$ cat src/rtl/uart_tx_param.sv
// Parametrised UART transmitter: valid/ready word input into a circular FIFO,
// serialised LSB first with optional parity and one or two stop bits.
module uart_tx_param #(
  parameter int DATA_BITS    = 8,
  parameter int CLKS_PER_BIT = 5208,
  parameter int PARITY       = 0,
  parameter int STOP_BITS    = 1,
  parameter int FIFO_DEPTH   = 4
) (
  input  logic                          clk,
  input  logic                          reset,
  input  logic [DATA_BITS-1:0]          in_data,
  input  logic                          in_valid,
  output logic                          in_ready,
  output logic                          Tx,
  output logic                          busy,
  output logic [$clog2(FIFO_DEPTH):0]   fifo_count
);

  localparam int AW     = $clog2(FIFO_DEPTH);
  localparam int CNT_W  = AW + 1;
  localparam int BAUD_W = (CLKS_PER_BIT > 1) ? $clog2(CLKS_PER_BIT) : 1;
  localparam int IDX_W  = $clog2(DATA_BITS);
  localparam logic [BAUD_W-1:0] BAUD_LAST = BAUD_W'(CLKS_PER_BIT - 1);
  localparam logic [IDX_W-1:0]  LAST_BIT  = IDX_W'(DATA_BITS - 1);
  localparam logic              LAST_STOP = 1'(STOP_BITS - 1);
  localparam logic [CNT_W-1:0]  DEPTH_CNT = CNT_W'(FIFO_DEPTH);

  typedef enum logic [2:0] {
    ST_IDLE,
    ST_START,
    ST_DATA,
    ST_PARITY,
    ST_STOP
  } state_t;

  logic [DATA_BITS-1:0] mem [FIFO_DEPTH];
  logic [AW-1:0]        wr_ptr;
  logic [AW-1:0]        rd_ptr;
  logic                 push;
  logic                 pop;
  logic                 load;
  logic                 tick;
  logic [DATA_BITS-1:0] head;
  logic                 head_par;

  state_t               state;
  state_t               state_d;
  logic [BAUD_W-1:0]    baud_cnt;
  logic [BAUD_W-1:0]    baud_d;
  logic [IDX_W-1:0]     bit_idx;
  logic [IDX_W-1:0]     bit_idx_d;
  logic                 stop_idx;
  logic                 stop_idx_d;
  logic [DATA_BITS-1:0] shift;
  logic [DATA_BITS-1:0] shift_d;
  logic                 par_bit;
  logic                 par_d;
  logic                 tx_d;

  // in_ready is decoded from the registered count only, so a full FIFO never
  // accepts a word even on the edge that pops.
  assign in_ready = (fifo_count < DEPTH_CNT);
  assign push     = in_valid && in_ready;
  assign head     = mem[rd_ptr];
  assign head_par = (PARITY == 2) ? ~^head : ^head;
  assign tick     = (baud_cnt == BAUD_LAST);
  assign busy     = (state != ST_IDLE);

  always_ff @(posedge clk) begin
    if (push) begin
      mem[wr_ptr] <= in_data;
    end
  end

  always_ff @(posedge clk or negedge reset) begin
    if (!reset) begin
      wr_ptr     <= '0;
      rd_ptr     <= '0;
      fifo_count <= '0;
    end else begin
      if (push) begin
        wr_ptr <= wr_ptr + AW'(1);
      end
      if (pop) begin
        rd_ptr <= rd_ptr + AW'(1);
      end
      case ({push, pop})
        2'b10:   fifo_count <= fifo_count + CNT_W'(1);
        2'b01:   fifo_count <= fifo_count - CNT_W'(1);
        default: fifo_count <= fifo_count;
      endcase
    end
  end

  always_ff @(posedge clk or negedge reset) begin
    if (!reset) begin
      state    <= ST_IDLE;
      baud_cnt <= '0;
      bit_idx  <= '0;
      stop_idx <= 1'b0;
      shift    <= '0;
      par_bit  <= 1'b0;
      Tx       <= 1'b1;
    end else begin
      state    <= state_d;
      baud_cnt <= baud_d;
      bit_idx  <= bit_idx_d;
      stop_idx <= stop_idx_d;
      shift    <= shift_d;
      par_bit  <= par_d;
      Tx       <= tx_d;
    end
  end

  // Tx is registered from the next state so it only moves on bit boundaries.
  always_comb begin
    state_d    = state;
    baud_d     = baud_cnt;
    bit_idx_d  = bit_idx;
    stop_idx_d = stop_idx;
    shift_d    = shift;
    par_d      = par_bit;
    load       = 1'b0;
    pop        = 1'b0;
    tx_d       = 1'b1;

    if (state != ST_IDLE) begin
      baud_d = tick ? '0 : baud_cnt + BAUD_W'(1);
    end

    case (state)
      ST_IDLE: begin
        if (fifo_count != '0) begin
          load = 1'b1;
        end
      end
      ST_START: begin
        if (tick) begin
          state_d   = ST_DATA;
          bit_idx_d = '0;
        end
      end
      ST_DATA: begin
        if (tick) begin
          if (bit_idx == LAST_BIT) begin
            state_d    = (PARITY != 0) ? ST_PARITY : ST_STOP;
            stop_idx_d = 1'b0;
          end else begin
            bit_idx_d = bit_idx + IDX_W'(1);
            shift_d   = shift >> 1;
          end
        end
      end
      ST_PARITY: begin
        if (tick) begin
          state_d    = ST_STOP;
          stop_idx_d = 1'b0;
        end
      end
      ST_STOP: begin
        if (tick) begin
          if (stop_idx == LAST_STOP) begin
            if (fifo_count != '0) begin
              load = 1'b1;
            end else begin
              state_d = ST_IDLE;
            end
          end else begin
            stop_idx_d = 1'b1;
          end
        end
      end
      default: state_d = ST_IDLE;
    endcase

    if (load) begin
      pop     = 1'b1;
      shift_d = head;
      par_d   = head_par;
      baud_d  = '0;
      state_d = ST_START;
    end

    case (state_d)
      ST_START:  tx_d = 1'b0;
      ST_DATA:   tx_d = shift_d[0];
      ST_PARITY: tx_d = par_d;
      default:   tx_d = 1'b1;
    endcase
  end

endmodule

$ cat config.mk
export PLATFORM = sky130hd
export DESIGN_NAME = uart_tx_param
export DESIGN_NICKNAME = d
export VERILOG_FILES = /design/src/rtl/uart_tx_param.sv
export SDC_FILE = /design/constraint.sdc
export NUM_CORES = 1
export LEC_CHECK = 0
export BUFFER_PORTS_ARGS = -buffer_cell sky130_fd_sc_hd__buf_2
export CAP_MARGIN = 20
export CORE_ASPECT_RATIO = 0.9
export CORE_MARGIN = 1
export CORE_UTILIZATION = 45
export DETAILED_ROUTE_END_ITERATION = 7
export PLACE_DENSITY = 0.63
export SLEW_MARGIN = 20
export SYNTH_ARGS = -nofsm -noshare
export SYNTH_HDL_FRONTEND = slang
export SYNTH_SLANG_ARGS = --single-unit
export TNS_END_PERCENT = 20
$ cat constraint.sdc
create_clock -name clk -period 7.66 [get_ports clk]
set_input_delay 1.532 -clock clk [delete_from_list [all_inputs] [get_ports clk]]
set_output_delay 1.532 -clock clk [all_outputs]
set_load 0.02 [all_outputs]
==> flow_metrics.env, run 1 <==
export IMPL_powerDensity_mw_per_mm2=338
export IMPL_grt_pass1_vias=1791
export IMPL_nNetsFinal=264
export IMPL_finalCriticalPeriod_ps=3250
export IMPL_async_reset_ff_share_pct=52.9
export IMPL_irDropWorstVdd_mv=0.183
export IMPL_die_w_um=89.6
export IMPL_via_count=1740
export IMPL_drv_cap=0
export IMPL_cts_hold_buf=0
export IMPL_switching_share_pct=32.3
export IMPL_holdPathEnd="shift[4]$_DFFE_PN0P_"
export IMPL_syn_num_nets=244
export IMPL_synth_top_area_share_pct=31.0
export IMPL_grt_first_pass_wirelength_mm=8.47
export IMPL_slew_headroom_pct=46.5
export IMPL_first_pass_iters=4
export IMPL_worstPathCellList="nor3_1, inv_1, buf_2"
export IMPL_p_comb_share_pct=27.9
export IMPL_crit_path_end_kind="output port"
export IMPL_ys_seq_area_share_pct=60.0
export IMPL_critPathRequiredTime_ps=6130
export IMPL_synth_area_leaders="edfxtp_1, dfrtp_1, mux4_2, xnor2_1, ha_1"
export IMPL_post_cts_buffers=0
export IMPL_place_hpwl_mm=3.36
export IMPL_reg2reg_from="baud_cnt[8]$_DFFE_PN0P_"
export IMPL_post_place_cells=323
export IMPL_cts_root_buf="clkbuf_8"
export IMPL_worstPathMaxFanout=8
export IMPL_cts_resized=0
export IMPL_syn2layout_area_growth_pct=11.1
export IMPL_drive_above_1_share_pct=20.1
export IMPL_gr_total_overflow=0
export IMPL_drv_slew=0
export IMPL_final_cell_mix="dfrtp_1, edfxtp_1, xnor2_1"
export IMPL_fmax_ghz=0.307
export IMPL_syn_avg_cell_area_um2=13.9
export IMPL_finalHoldViolCount=0
export IMPL_p_switching_w=0.000378
export IMPL_ios=17
export IMPL_synth_seq_cells=68
export IMPL_rr_endpoint="fifo_count[2]$_DFFE_PN0P_"
export IMPL_tritoncts="yes"
export IMPL_power_frac_seq_pct=46.0
export IMPL_fp_dieH_um=80.8
export IMPL_finClkSkew_ps=7.22
export IMPL_route_met2_wl_mm=2.21
export IMPL_initial_core_util_pct=46.9
export IMPL_cp_start_kind="flop"
export IMPL_grtUsageTotal_pct=16.0
export IMPL_core_mm2=0.00662
export IMPL_portBuffers=16
export IMPL_synth_area_mm2=0.00310
export IMPL_fin_setup_tns_ps=0
export IMPL_drc=0
export IMPL_final_common_cell="dfrtp_1"
export IMPL_finalSetupViolCount=0
export IMPL_path_class="reg2out"
export IMPL_p_clk_share_pct=26.1
export IMPL_cts_buffer_depth=2
export IMPL_yosysWarnings=0
export IMPL_die_area_mm2=0.00724
export IMPL_cpPeakStageDelay_ps=520
export IMPL_critPathTopFamily="simple AND/OR/NAND/NOR gates"
export IMPL_min_path_type="reg2reg"
export IMPL_regToRegSetupSlack_ps=4670
export IMPL_drt_iter0_drc=67
export IMPL_wl_met3_um=170
export IMPL_antenna_found_initial=0
export IMPL_synth_edf_count=32
export IMPL_rows=28
export IMPL_leakage_nw=1.38
export IMPL_crit_slowest_cell="nor3_1"
export IMPL_min_delay_start="shift[4]$_DFFE_PN0P_"
export IMPL_wirelength_mm=4.91
export IMPL_yosysUniqueCellTypes=52
export IMPL_rsz0062_at_grt="no"
export IMPL_numCtsBuffers=9
export IMPL_htreeDepth=3
export IMPL_wl_met1_mm=2.46
export IMPL_ys_flop_type="dfrtp_1"
export IMPL_viasPerCell=5.13
export IMPL_status="completed"
export IMPL_globalplace_congestion=0.743
export IMPL_holdPathStages=1
export IMPL_top_layer_used="met4"
export IMPL_cp_arrival_ps=1720
export IMPL_syn_inst=224
export IMPL_grt_max_degree=37
export IMPL_layout_worst_path_cycle_share_pct=42.5
export IMPL_crit_buf_inv=2
export IMPL_p_int_w=0.000790
export IMPL_tightest_slew_ps=803
export IMPL_synth_largest_area_cell="edfxtp_1"
export IMPL_antenna_left=0
export IMPL_instances_no_fill=339
export IMPL_wl_per_cell_um=14.5
export IMPL_clock_latency_ps=340
export IMPL_clock_sinks=68
export IMPL_clk_pin_slew_worst_paths_ps=80
export IMPL_ff2ff_path_depth=10
export IMPL_diodes=0
cell families after synthesis:
kind of cell	Yosys count	synth area share, %
fa+ha+maj	9	3.87
xor+xnor	24	7.01
buf+inv	20	3.55
mux	14	7.78
simple gates	60	10.8
compound gates	29	7.01
flops	68	60.0
through the flow:
step                      power (W)  area, um^2  hold WS, ps  worst slack, ps  utilization [%]
final                       0.00117        3450          486             4410             52.1
after global routing        0.00125        3450          523             4320             52.1
after CTS                   0.00118        3450          492             4400             52.1
after detailed placement   0.000878        3240          476             4650             49.0
after global placement     0.000874        3240          466             4700             49.0
after floorplan            0.000802        3100          449             4780                -
layout make-up:
type                    count  area, um^2
flip-flops and latches     68        1860
clock inverters             7        81.3
well taps                  90         113
inverters                  12        50.0
fillers                   581        3170
clock buffers               9         124
repair buffers             17        87.6
multi-input cells         136        1130
worst max path at each step:
| stage | depth (start not counted) | startpoint | to |
|---|---|---|---|
| floorplan | 9 | in_valid | fifo_count[2]$_DFFE_PN0P_ |
| global placement | 9 | in_valid | fifo_count[2]$_DFFE_PN0P_ |
| detailed placement | 9 | in_valid | fifo_count[2]$_DFFE_PN0P_ |
| CTS | 3 | state[2]$_DFF_PN0_ | busy |
| global route | 3 | state[2]$_DFF_PN0_ | busy |
| finish | 3 | state[2]$_DFF_PN0_ | busy |
layer usage:
layer	vias up	track usage, %
met3	6	6.30
li1	851	-
met2	32	23.4
met1	851	21.9
met5	-	0
met4	0	5.24
power by group through the flow:
stage	logic, W	clock network, W	registers [W]
6_report	0.000326	0.000305	0.000537
2_1_floorplan	0.000282	0	0.000520
4_1_cts	0.000331	0.000314	0.000540
5_1_grt	0.000368	0.000330	0.000551
3_5_place_dp	0.000331	0	0.000547
3_3_place_gp	0.000327	0	0.000547
state kept, by name, indices dropped and copies added, names as in the netlist:
register / flops
par_bit: 1
baud_cnt: 13
fifo_count: 3
mem: 32
rd_ptr: 2
state: 3
shift: 8
bit_idx: 3
wr_ptr: 2
Tx: 1
cells in the mapped netlist, types with 3 or more instances:
master	number
a21o_1	3
a21oi_1	3
a22o_1	5
and2_1	6
and3_1	3
clkbuf_1	3
dfrtp_1	35
edfxtp_1	32
ha_1	8
inv_1	11
mux2i_1	5
mux4_2	8
nand2_1	10
nand3_1	4
nor2_1	16
nor2b_1	3
nor3_1	3
o21ai_0	6
xnor2_1	18
xor2_1	5
(Power assumes the default switching activity.)
==> inputs of run 2 (changes only) <==
- clock period: 7.66 -> 3.1 ns (I/O delays scaled with it)
==> flow_metrics.env, run 2 (same netlist as run 1, synthesis figures left out) <==
export IMPL_reg2reg_from="baud_cnt[5]$_DFFE_PN0P_"
export IMPL_largest_register_ffs=32
export IMPL_diodes=0
export IMPL_top_regs="mem: 32 flops, baud_cnt: 13 flops, shift: 8 flops"
export IMPL_htreeDepth=3
export IMPL_finalCriticalPeriod_ps=2860
export IMPL_finalSetupViolCount=0
export IMPL_antenna_left=0
export IMPL_gr_total_overflow=0
export IMPL_fin_setup_tns_ps=0
export IMPL_wirelength_mm=5.10
export IMPL_powerDensity_mw_per_mm2=838
export IMPL_numCtsBuffers=9
export IMPL_fmax_ghz=0.350
export IMPL_wl_per_cell_um=14.9
export IMPL_rsz0062_at_grt="no"
export IMPL_drv_slew=0
export IMPL_globalplace_congestion=0.772
export IMPL_drt_iter0_drc=76
export IMPL_top_register="mem"
export IMPL_finClkSkew_ps=6.84
export IMPL_crit_start="baud_cnt[5]$_DFFE_PN0P_"
export IMPL_drc=0
export IMPL_tritoncts="yes"
export IMPL_ios=17
export IMPL_slew_headroom_pct=47.5
export IMPL_syn2layout_area_growth_pct=11.9
export IMPL_viasPerCell=5.16
export IMPL_cts_buffer_depth=2
export IMPL_post_cts_buffers=0
export IMPL_leakage_nw=1.40
export IMPL_rows=28
export IMPL_final_common_cell="dfrtp_1"
export IMPL_grt_max_degree=37
export IMPL_worstPathMaxFanout=13
export IMPL_cts_hold_buf=0
export IMPL_tightest_slew_ps=787
export IMPL_die_area_mm2=0.00724
export IMPL_portBuffers=16
export IMPL_cp_start_kind="flop"
export IMPL_initial_core_util_pct=46.9
export IMPL_clk_pin_slew_worst_paths_ps=80
export IMPL_path_class="reg2reg"
export IMPL_die_w_um=89.6
export IMPL_min_path_type="in2async"
export IMPL_irDropWorstVdd_mv=0.472
export IMPL_via_count=1765
export IMPL_status="completed"
export IMPL_grtUsageTotal_pct=16.4
export IMPL_grt_first_pass_wirelength_mm=8.49
export IMPL_layout_worst_path_cycle_share_pct=92.3
export IMPL_cts_resized=0
export IMPL_grt_pass1_vias=1713
export IMPL_clock_sinks=68
export IMPL_place_hpwl_mm=3.52
export IMPL_fillers=544
export IMPL_antenna_found_initial=0
export IMPL_final_cell_mix="dfrtp_1, edfxtp_1, xnor2_1"
export IMPL_first_pass_iters=5
export IMPL_worst_hold_slack_ps=351
export IMPL_fp_dieH_um=80.8
export IMPL_critPathRequiredTime_ps=3370
export IMPL_nNetsFinal=267
export IMPL_cp_arrival_ps=3130
export IMPL_clock_latency_ps=350
export IMPL_cts_root_buf="clkbuf_8"
export IMPL_drv_cap=0
export IMPL_drive_above_1_share_pct=21.0
export IMPL_crit_path_end_kind="flop"
export IMPL_finalHoldViolCount=0
export IMPL_core_mm2=0.00662
export IMPL_final_util_pct=52.4
-- run 2: worst paths after layout --
kind | to | slack, ps | cells past startpoint
max | fifo_count[2]$_DFFE_PN0P_ | 240 | 10
max in group asynchronous | wr_ptr[0]$_DFFE_PN0P_ | 2250 | 1
min | baud_cnt[2]$_DFFE_PN0P_ | 350 | 1
max reg2reg | fifo_count[2]$_DFFE_PN0P_ | 240 | 10
min in group clk | mem[2][1]$_DFFE_PP_ | 480 | 1
min reg2reg | shift[4]$_DFFE_PN0P_ | 490 | 1
-- run 2: critical path, cell delays in order, from the launching register on --
cell     delay, ps
dfrtp_1        420
or4bb_1        610
or3_1          380
a21o_4         270
inv_6          110
ha_1           190
inv_1           60
fa_1           370
xor2_1         150
nor2_1         110
xnor2_1        130
-- run 2: routing by layer --
metal	GRT usage (%)	vias up	share of wire, %
met5	0	-	0
met1	23.1	875	50
met2	23.3	26	45
met3	6.40	7	3.6
met4	5.24	0	1.4
li1	-	857	-
-- run 2: cell type report --
cell class	instances	area (um^2)	area share, %
flip-flops and latches	68	1860	53.7
multi-input cells	136	1130	32.6
well taps	90	113	3.24
repair buffers	20	110	3.17
clock inverters	7	81.3	2.34
clock buffers	9	124	3.57
inverters	12	50.0	1.44
-- run 2: through the flow --
| stage | instances | power, W | setup WS, ps | instance area, um^2 |
|---|---|---|---|---|
| after floorplan | 224 | 0.00198 | 219 | 3100 |
| final | 342 | 0.00291 | 239 | 3470 |
| after global placement | 326 | 0.00217 | 293 | 3270 |
| after CTS | 342 | 0.00295 | 226 | 3470 |
| after global routing | 342 | 0.00309 | 73.1 | 3470 |
| after detailed placement | 326 | 0.00219 | 245 | 3270 |
-- run 2: report_power, final --
| group | internal [W] | total [W] | leakage, nW | switching (W) |
|---|---|---|---|---|
| clock | 0.000382 | 0.000756 | 0.101 | 0.000374 |
| combinational | 0.000424 | 0.000820 | 0.551 | 0.000396 |
| sequential | 0.00115 | 0.00133 | 0.744 | 0.000182 |
| total | 0.00196 | 0.00291 | 1.40 | 0.000952 |
